`src/rtl/speech_pkg.sv`:
```
// Shared speech definitions: allophone codes, ROM entry layout, sequencer
// states, and the constant phrase tables used by phrase_sequencer.
package speech_pkg;

   localparam logic [5:0] PA1 = 6'h00;
   localparam logic [5:0] PA2 = 6'h01;
   localparam logic [5:0] PA3 = 6'h02;
   localparam logic [5:0] PA4 = 6'h03;
   localparam logic [5:0] PA5 = 6'h04;
   localparam logic [5:0] AY  = 6'h06;
   localparam logic [5:0] EH  = 6'h07;
   localparam logic [5:0] NN1 = 6'h0B;
   localparam logic [5:0] TT2 = 6'h0D;
   localparam logic [5:0] RR1 = 6'h0E;
   localparam logic [5:0] AX  = 6'h0F;
   localparam logic [5:0] IY  = 6'h13;
   localparam logic [5:0] AO  = 6'h17;
   localparam logic [5:0] HH1 = 6'h1B;
   localparam logic [5:0] TH  = 6'h1D;
   localparam logic [5:0] UW2 = 6'h1F;
   localparam logic [5:0] VV  = 6'h23;
   localparam logic [5:0] FF  = 6'h28;
   localparam logic [5:0] LL  = 6'h2D;
   localparam logic [5:0] WW  = 6'h2E;
   localparam logic [5:0] ER1 = 6'h33;
   localparam logic [5:0] OW  = 6'h35;
   localparam logic [5:0] SS  = 6'h37;

   localparam int LAST_BIT = 6;

   typedef enum logic [2:0] {
      S_IDLE,
      S_FETCH,
      S_ISSUE,
      S_WAIT_ACK,
      S_WAIT_DONE
   } seq_state_t;

   function automatic int unsigned phrase_start(input int unsigned id);
      case (id)
         0:       return 0;
         1:       return 3;
         2:       return 7;
         3:       return 11;
         4:       return 14;
         5:       return 16;
         6:       return 19;
         7:       return 22;
         default: return 0;
      endcase
   endfunction

   // Unused addresses hold a terminating pause so a stray walk always ends.
   function automatic logic [6:0] rom_entry(input int unsigned addr);
      logic [6:0] e;
      case (addr)
         0:       e = {1'b0, IY};
         1:       e = {1'b0, PA3};
         2:       e = {1'b1, IY};
         3:       e = {1'b0, HH1};
         4:       e = {1'b0, EH};
         5:       e = {1'b0, LL};
         6:       e = {1'b1, OW};
         7:       e = {1'b0, SS};
         8:       e = {1'b0, EH};
         9:       e = {1'b0, VV};
         10:      e = {1'b1, PA2};
         11:      e = {1'b0, WW};
         12:      e = {1'b0, AX};
         13:      e = {1'b1, NN1};
         14:      e = {1'b0, TT2};
         15:      e = {1'b1, UW2};
         16:      e = {1'b0, TH};
         17:      e = {1'b0, RR1};
         18:      e = {1'b1, IY};
         19:      e = {1'b0, FF};
         20:      e = {1'b0, AO};
         21:      e = {1'b1, ER1};
         22:      e = {1'b0, FF};
         23:      e = {1'b0, AY};
         24:      e = {1'b1, VV};
         default: e = {1'b1, PA1};
      endcase
      return e;
   endfunction

endpackage

```
`src/rtl/phrase_fifo.sv`:
```
// Small synchronous FIFO holding pending phrase IDs; show-ahead read port.
module phrase_fifo #(
   parameter int WIDTH = 3,
   parameter int DEPTH = 4
) (
   input  logic             clk,
   input  logic             rst_n,
   input  logic             push,
   input  logic [WIDTH-1:0] din,
   input  logic             pop,
   output logic [WIDTH-1:0] dout,
   output logic             full,
   output logic             empty
);

   localparam int PW = $clog2(DEPTH);

   logic [WIDTH-1:0] mem [DEPTH];
   logic [PW:0]      wr_ptr;
   logic [PW:0]      rd_ptr;
   logic             do_push;
   logic             do_pop;

   // Extra pointer bit distinguishes full from empty when the indices match.
   assign empty   = (wr_ptr == rd_ptr);
   assign full    = (wr_ptr[PW] != rd_ptr[PW]) && (wr_ptr[PW-1:0] == rd_ptr[PW-1:0]);
   assign do_pop  = pop && !empty;
   assign do_push = push && (!full || do_pop);
   assign dout    = mem[rd_ptr[PW-1:0]];

   always_ff @(posedge clk or negedge rst_n) begin
      if (!rst_n) begin
         wr_ptr <= '0;
         rd_ptr <= '0;
      end else begin
         if (do_push) wr_ptr <= wr_ptr + (PW+1)'(1);
         if (do_pop)  rd_ptr <= rd_ptr + (PW+1)'(1);
      end
   end

   always_ff @(posedge clk) begin
      if (do_push) mem[wr_ptr[PW-1:0]] <= din;
   end

endmodule

```
`src/rtl/phrase_sequencer.sv`:
```
// Queues phrase requests and streams each phrase's allophones from ROM to the
// chatter speech block over its data/write/busy handshake.
module phrase_sequencer
   import speech_pkg::*;
#(
   parameter int NUM_PHRASES = 8,
   parameter int ROM_DEPTH   = 64,
   parameter int QUEUE_DEPTH = 4,
   parameter int ACK_TIMEOUT = 15
) (
   input  logic                           clk,
   input  logic                           rst_n,
   input  logic                           req_valid,
   input  logic [$clog2(NUM_PHRASES)-1:0] req_phrase,
   output logic                           req_ready,
   output logic [5:0]                     data,
   output logic                           write,
   input  logic                           busy,
   output logic                           active,
   output logic                           phrase_done,
   output logic                           overflow
);

   localparam int ID_W = $clog2(NUM_PHRASES);
   localparam int AW   = $clog2(ROM_DEPTH);
   localparam int CW   = $clog2(ACK_TIMEOUT + 1);

   seq_state_t      state;
   seq_state_t      state_nxt;
   logic [AW-1:0]   addr;
   logic [6:0]      rom_q;
   logic [CW-1:0]   ack_cnt;
   logic            write_q;
   logic            done_q;
   logic            overflow_q;
   logic            fifo_full;
   logic            fifo_empty;
   logic            push;
   logic            pop;
   logic [ID_W-1:0] fifo_dout;
   logic            issue_wr;
   logic            finish;
   logic            advance;

   assign push = req_valid && !fifo_full;

   phrase_fifo #(
      .WIDTH (ID_W),
      .DEPTH (QUEUE_DEPTH)
   ) u_fifo (
      .clk   (clk),
      .rst_n (rst_n),
      .push  (push),
      .din   (req_phrase),
      .pop   (pop),
      .dout  (fifo_dout),
      .full  (fifo_full),
      .empty (fifo_empty)
   );

   always_ff @(posedge clk or negedge rst_n) begin
      if (!rst_n) state <= S_IDLE;
      else        state <= state_nxt;
   end

   always_comb begin
      state_nxt = state;
      pop       = 1'b0;
      issue_wr  = 1'b0;
      finish    = 1'b0;
      advance   = 1'b0;
      case (state)
         S_IDLE: begin
            if (!fifo_empty) begin
               pop       = 1'b1;
               state_nxt = S_FETCH;
            end
         end
         S_FETCH: state_nxt = S_ISSUE;
         S_ISSUE: begin
            if (!busy) begin
               issue_wr  = 1'b1;
               state_nxt = S_WAIT_ACK;
            end
         end
         // A chatter that never acknowledges is assumed to have taken the write.
         S_WAIT_ACK: begin
            if (busy || ack_cnt == CW'(ACK_TIMEOUT - 1)) state_nxt = S_WAIT_DONE;
         end
         S_WAIT_DONE: begin
            if (!busy) begin
               if (rom_q[LAST_BIT]) begin
                  finish    = 1'b1;
                  state_nxt = S_IDLE;
               end else begin
                  advance   = 1'b1;
                  state_nxt = S_FETCH;
               end
            end
         end
         default: state_nxt = S_IDLE;
      endcase
   end

   // rom_q only loads in FETCH, so data stays put until the next allophone fetch.
   always_ff @(posedge clk or negedge rst_n) begin
      if (!rst_n) begin
         addr       <= '0;
         rom_q      <= '0;
         ack_cnt    <= '0;
         write_q    <= 1'b0;
         done_q     <= 1'b0;
         overflow_q <= 1'b0;
      end else begin
         write_q <= issue_wr;
         done_q  <= finish;
         if (req_valid && fifo_full) overflow_q <= 1'b1;
         if (pop) begin
            addr <= AW'(phrase_start(32'(fifo_dout)));
         end else if (advance) begin
            addr <= (addr == AW'(ROM_DEPTH - 1)) ? '0 : addr + AW'(1);
         end
         if (state == S_FETCH) rom_q <= rom_entry(32'(addr));
         if (state == S_WAIT_ACK) ack_cnt <= ack_cnt + CW'(1);
         else                     ack_cnt <= '0;
      end
   end

   assign req_ready   = !fifo_full;
   assign data        = rom_q[5:0];
   assign write       = write_q;
   assign active      = (state != S_IDLE);
   assign phrase_done = done_q;
   assign overflow    = overflow_q;

endmodule

```
`config.mk`:
```
export PLATFORM = sky130hd
export DESIGN_NAME = phrase_sequencer
export DESIGN_NICKNAME = d
export VERILOG_FILES = /design/src/rtl/speech_pkg.sv /design/src/rtl/phrase_fifo.sv /design/src/rtl/phrase_sequencer.sv
export SDC_FILE = /design/constraint.sdc
export NUM_CORES = 1
export LEC_CHECK = 0
export BUFFER_PORTS_ARGS = -buffer_cell sky130_fd_sc_hd__buf_2
export CAP_MARGIN = 20
export CORE_MARGIN = 2
export CORE_UTILIZATION = 60
export DETAILED_ROUTE_END_ITERATION = 12
export PLACE_DENSITY_LB_ADDON = 0.12
export SKIP_LAST_GASP = 1
export SLEW_MARGIN = 20
export SYNTH_ARGS = -nofsm -noshare
export SYNTH_HDL_FRONTEND = slang
export SYNTH_HIERARCHICAL = 1
export SYNTH_SLANG_ARGS = --single-unit
```
`constraint.sdc`:
```
create_clock -name clk -period 3.8 [get_ports clk]
set_input_delay 0.38 -clock clk [delete_from_list [all_inputs] [get_ports clk]]
set_output_delay 0.38 -clock clk [all_outputs]
set_load 0.02 [all_outputs]
```
# Word-level counts from Yosys, hierarchy flattened
# Memories as Yosys holds them, arrays and structs flattened.
# Index checks and enable logic that the tools add are counted.
dict set report classes {
  addsub 4
  mul 0
  div 0
  n_lt_le_gt_ge 0
  eq_ne 13
  shifts 0
  mux 23
  bitwise_logic 0
  n_reduce_logical 13
}
# op count
set ops {}
lappend ops {{6-bit 2-to-1 mux} 3}
lappend ops {{3-bit one-hot mux with 5 select lines} 1}
lappend ops {{1-bit 2-to-1 mux} 13}
lappend ops {{3-bit 2-to-1 mux} 4}
lappend ops {{2-bit inequality test, second input constant} 4}
lappend ops {{7-bit 2-to-1 mux} 1}
lappend ops {{3-bit by 1-bit adder with 3-bit output, second input constant} 2}
lappend ops {{6-bit by 1-bit adder with 6-bit output, second input constant} 1}
lappend ops {{3-bit by 2-bit equality test with 1-bit output, second input constant} 2}
lappend ops {{6-bit equality test, second input constant} 1}
lappend ops {{1-bit logical AND} 5}
lappend ops {{4-bit by 1-bit adder with 4-bit output, second input constant} 1}
lappend ops {{4-bit equality test, second input constant} 1}
lappend ops {{4-bit 2-to-1 mux} 1}
lappend ops {{4-bit AND reduction} 1}
lappend ops {{3-bit by 1-bit equality test with 1-bit output, second input constant} 1}
lappend ops {{3-bit equality test} 1}
lappend ops {{3-bit equality test, second input constant} 1}
lappend ops {{3-bit zero test} 1}
lappend ops {{3-bit nonzero test} 1}
lappend ops {{2-bit equality test} 1}
lappend ops {{1-bit zero test} 2}
lappend ops {{1-bit logical OR} 2}
lappend ops {{2-bit nonzero test} 1}
lappend ops {{1-bit inequality test} 1}
dict set report totals {
  register_bits 29
  latchBits 0
  ram_bits 12
  romBits 264
  output_inout_bits 11
  elab_cells 65
  n_memories 3
}
# name depth width read_ports rd_clocked_by_memory_dff wr line
set mem_list {}
lappend mem_list {{(name not given)} 32 7 1 0 0 speech_pkg.sv:56} ;# case (addr)
lappend mem_list {{(name not given)} 8 5 1 0 0 speech_pkg.sv:40} ;# case (id)
lappend mem_list {u_fifo.mem 4 3 1 0 1 phrase_fifo.sv:18} ;# logic [WIDTH-1:0] mem [DEPTH];

# Depth between registers and ports, before layout
dict set report logic_depth {
  depth_word 8
  ltp_mapped 10
}

# Cells and area by module
# Netlist, hierarchy kept.
# module instances cells_each area_each_um2
set modules_own_cells {}
lappend modules_own_cells {phrase_sequencer 1 174 1670.4}
lappend modules_own_cells {phrase_fifo 1 62 880.8}

# Least setup slack after synthesis
# No wires, ideal clock.
dict set report synth_path {
  path_type {register -> register}
  start {register u_fifo.rd_ptr[1]}
  end {memory u_fifo.mem[0][0] (enable)}
  setup_time_ns 0.253
  arrival_ns 2.085
  setup_slack_ns 1.462
  path_stages_with_launch 10
  path_buffers 2
  synth_period_minus_slack_ns 2.338
  cell_sequence {dfrtp_1 -> xor2_1 -> buf_2 -> nor3_1 -> nor2_1 -> nand2_2 -> inv_2 -> buf_1 -> or4_1 -> and3_1}
}
dict set report synth_between {
  elab_chain_len 8
  word_cells_on_any_way 13
}
# item line
set synth_lines {}
lappend synth_lines {{start, declared} phrase_fifo.sv:20} ;# logic [PW:0] rd_ptr;
lappend synth_lines {{start signal, assigned} phrase_fifo.sv:37} ;# if (do_pop) rd_ptr <= rd_ptr + (PW+1)'(1);
lappend synth_lines {{3-bit equality test} phrase_fifo.sv:25} ;# assign empty = (wr_ptr == rd_ptr);
lappend synth_lines {{via fifo_empty} phrase_sequencer.sv:37} ;# logic fifo_empty;
lappend synth_lines {{1-bit 2-to-1 mux} phrase_sequencer.sv:74} ;# if (!fifo_empty) begin
lappend synth_lines {{1-bit 2-to-1 mux} phrase_sequencer.sv:72} ;# case (state)
lappend synth_lines {{via pop} phrase_sequencer.sv:39} ;# logic pop;
lappend synth_lines {{1-bit logical AND} phrase_fifo.sv:27} ;# assign do_pop = pop && !empty;
lappend synth_lines {{1-bit logical OR} phrase_fifo.sv:28} ;# assign do_push = push && (!full || do_pop);
lappend synth_lines {{1-bit logical AND} phrase_fifo.sv:28}
lappend synth_lines {{1-bit 2-to-1 mux} phrase_fifo.sv:42} ;# if (do_push) mem[wr_ptr[PW-1:0]] <= din;
lappend synth_lines {{1-bit 2-to-1 mux (not written as such)} phrase_fifo.sv:42}
lappend synth_lines {{end, declared} phrase_fifo.sv:18}
# The timed path passes the listed nets, and every way through them passes these cells.

# Final worst setup path
dict set report layout_path {
  start {register u_fifo.rd_ptr[1]}
  end {memory u_fifo.mem[0][1] (enable)}
}
# The elaborated chain is that of the path after synthesis.

==> summary.md <==
| Metric | Value |
|---|---|
| Combinational power share | `0.505` |
| Largest net degree at the start of global routing | `30` |
| Clk_lat worst skew | `between 0.2 and 0.3 ns` |
| Via/cell ratio | `a little over 6` |
| Crit path kind | `flop to flop` |
| Total Wirelength | `around 4.8 mm` |
| Run status | `finished, final reports clean` |
| CTS tree | `yes` |
| Sequential power share | `0.362` |
| Die Width | `69.2 µm` |
| Global-route wire length before repair | `slightly above 8 mm` |
| Routability congestion estimate | `between 0.8 and 0.9` |
| Commonest non-fill, non-tap cell in the layout | `dfrtp_1` |
| Vias in the first global route | `approximately 1700` |
| CTS Sinks | `41` |
| Fin cells | `294` |
| Clock transition at the registers of the reported paths | `around 0.08 ns` |
| Die ar. | `approximately 4800 µm²` |
| Final count of negative-setup-slack endpoints | `0` |
| Total CTS buffers | `5` |
| Layout cell share with drive strength beyond 1 | `0.189` |
| Post-Syn Area per Cell | `~11 µm²` |
| CTS max path bufs | `2` |
| Critical R2R Launch | `u_fifo/rd_ptr[1]$_DFFE_PN0P_` |
| RSZ-0062 raised after global routing | `no` |
| Critical Path AT | `about 2.4 ns` |
| Worst Max-Slew Pin Slew | `around 0.77 ns` |
| Yosys reg bits | `41` |
| Post-route ant nets | `0` |
| Yosys cell types | `58` |
| Required time worst endpoint | `3.79 ns` |
| Initial DRC count | `112` |
| Syn Std Cell Area | `2550 µm²` |
| Inst Count DP | `between 200 and 300` |
| CP Cell Sequence | `xor2_1, nor3_1, nor2_1, nand2_2, inv_2, or4_1, and3_1` |
| Syn Nets | `264` |
| PortBufs | `17` |
| Antenna diode count | `0` |
| Maxcap violations | `0` |
| Synth warnings | `6` |
| Maximum fanout along the worst path | `13` |
| Hold Buf Count CTS | `0` |
| Clock root buffer | `clkbuf_8` |
| NetSw | `about 1.1 mW` |
| Wire per inst | `between 15 and 20 µm` |
| Leak pwr | `~1.2 nW` |
| Max rail drop VDD | `0.462 mV` |
| Fin nets | `~270` |
| # Post-CTS Setup Buffers | `0` |
| Storage element area | `roughly 1100 µm²` |
| Sequential fraction of the synthesis area | `0.426` |
| Chip height | `69.2 µm` |
| Rel. slew slack | `0.487` |
| Switching share of power | `0.456` |
| Fmax | `between 400 and 500 MHz` |
| Final Skew | `around 0.0083 ns` |
| Initial antenna violation count | `0` |
| DRT Pass-1 Iters | `4` |
| Worst Hold Class | `input pin to async pin` |
| R2r endpoint | `u_fifo/mem[0][1]$_DFFE_PP_` |
| Fin crit share | `0.633` |
| Multi-input gate area | `about 1300 µm²` |
| Total GRT Usage | `0.214` |
| Post-Syn Instances | `about 240` |
| Post-route setup TNS | `0 ns` |
| Ranking of synthesized cells by area | `dfrtp_1, edfxtp_1, ha_1` |
| Clock power frac | `0.133` |
| CP Capture Type | `flop` |
| CP startpoint kind | `flop` |
| Top delay family on crit path | `simple AND/OR/NAND/NOR gates` |
| Reg2reg setup slack | `about 1.4 ns` |
| FP Rows | `23` |
| Post-CTS sizing | `0` |
| Tmin final | `about 2.4 ns` |
| Top-area cell type share of the netlist area | `0.284` |
| Grt total ovfl | `0` |
| Residual DRC | `0` |
| Synth Flop Type | `dfrtp_1` |
| Post-DP HPWL | `3.42 mm` |
| Internal | `approximately 1.3 mW` |
| DR vias | `between 1500 and 2000` |
| CTS H-tree lvls | `2` |
| Core Footprint | `between 4000 and 5000 µm²` |
| Asr flop ratio synth | `0.707` |
| Slowest CP cell | `xor2_1` |
| Critical path depth | `7` |
| Crit path buf inv count | `1` |
| Initial cell density of the core | `0.629` |
| FILL cells | `roughly 330` |
| Number of I/O pins | `18` |
| Most frequent cells in the layout | `dfrtp_1, ha_1, inv_1, buf_2` |
| Final-report hold violation count | `0` |
| CP max stage delay | `about 0.66 ns` |
| Area Growth Syn to Fin | `5.49%` |
| PwrDens | `slightly below 900 nW/µm²` |
| EDFF count, synth | `12` |
| Pins Over Slew Limit | `0` |
| Yosys top cell by area | `dfrtp_1` |
| Worst r2r path cells | `7` |
sequential cells by signal, summed over array words and instances (netlist names), 3 cells and up:
register and count:
ack_cnt 4, addr 6, rom_q 7, state 3, u_fifo/mem 12, u_fifo/rd_ptr 3, u_fifo/wr_ptr 3
cell type report:
cell class,instances,share of cell area
clock buffer,7,0.0363
clock inverter,1,0.00186
inverter,18,0.0251
multi-input combinational,160,0.478
sequential,41,0.404
tap,50,0.0232
timing repair buffer,17,0.0316
power groups by stage:
| stage | combinational [mW] | clock, mW | sequential, mW |
|---|---|---|---|
| floorplan | 1.08 | 0 | 0.760 |
| global placement | 1.18 | 0 | 0.870 |
| detailed placement | 1.21 | 0 | 0.874 |
| CTS | 1.22 | 0.321 | 0.865 |
| global route | 1.36 | 0.337 | 0.905 |
| finish | 1.21 | 0.318 | 0.869 |
synthesized netlist by cell type (all sizes together) (6+ instances only):
master and number:
inv 18, buf 16, a21oi 12, dfrtp 29, and3 6, ha 21
nor3 6, edfxtp 12, nor2 13, o21ai 8, nand2 12, mux2i 7
kinds of logic after synthesis:
kind of cell    Yosys count  synth area share
buf+inv                  35            0.0696
simple gates             61             0.139
xor+xnor                  8            0.0275
compound gates           56             0.163
mux                      14            0.0716
fa+ha+maj                21             0.103
flops                    41             0.426
through the flow:
| step | total power, mW | util | hold slack (ns) | instance area (µm²) | setup slack (ns) |
|---|---|---|---|---|---|
| after floorplan | 1.84 | - | 0.0844 | 2550 | 1.46 |
| after global placement | 2.05 | 0.638 | 0.443 | 2590 | 1.48 |
| after detailed placement | 2.08 | 0.638 | 0.448 | 2590 | 1.41 |
| after CTS | 2.40 | 0.663 | 0.130 | 2690 | 1.39 |
| after global routing | 2.61 | 0.663 | 0.159 | 2690 | 1.13 |
| final | 2.40 | 0.663 | 0.110 | 2690 | 1.40 |
worst max-delay path by stage:
| stage | from | slack (ns) | endpoint |
|---|---|---|---|
| final | u_fifo/rd_ptr[1]$_DFFE_PN0P_ | 1.40 | u_fifo/mem[0][1]$_DFFE_PP_ |
| after global routing | u_fifo/rd_ptr[1]$_DFFE_PN0P_ | 1.13 | u_fifo/mem[3][0]$_DFFE_PP_ |
| after CTS | u_fifo/rd_ptr[1]$_DFFE_PN0P_ | 1.39 | u_fifo/mem[3][0]$_DFFE_PP_ |
| after detailed placement | u_fifo/rd_ptr[1]$_DFFE_PN0P_ | 1.41 | u_fifo/mem[3][0]$_DFFE_PP_ |
| after global placement | u_fifo/rd_ptr[1]$_DFFE_PN0P_ | 1.48 | u_fifo/mem[1][1]$_DFFE_PP_ |
| after floorplan | u_fifo/rd_ptr[1]$_DFFE_PN0P_ | 1.46 | u_fifo/mem[0][0]$_DFFE_PP_ |
layer usage:
| layer | vias up | GRT usage | share of wire |
|---|---|---|---|
| met5 | - | 0 | 0 |
| li1 | 870 | - | - |
| met1 | 881 | 0.269 | 0.44 |
| met2 | 36 | 0.368 | 0.50 |
| met3 | 10 | 0.0392 | 0.031 |
| met4 | 0 | 0.0806 | 0.022 |
Note: power is estimated with default switching activity, not from simulation.
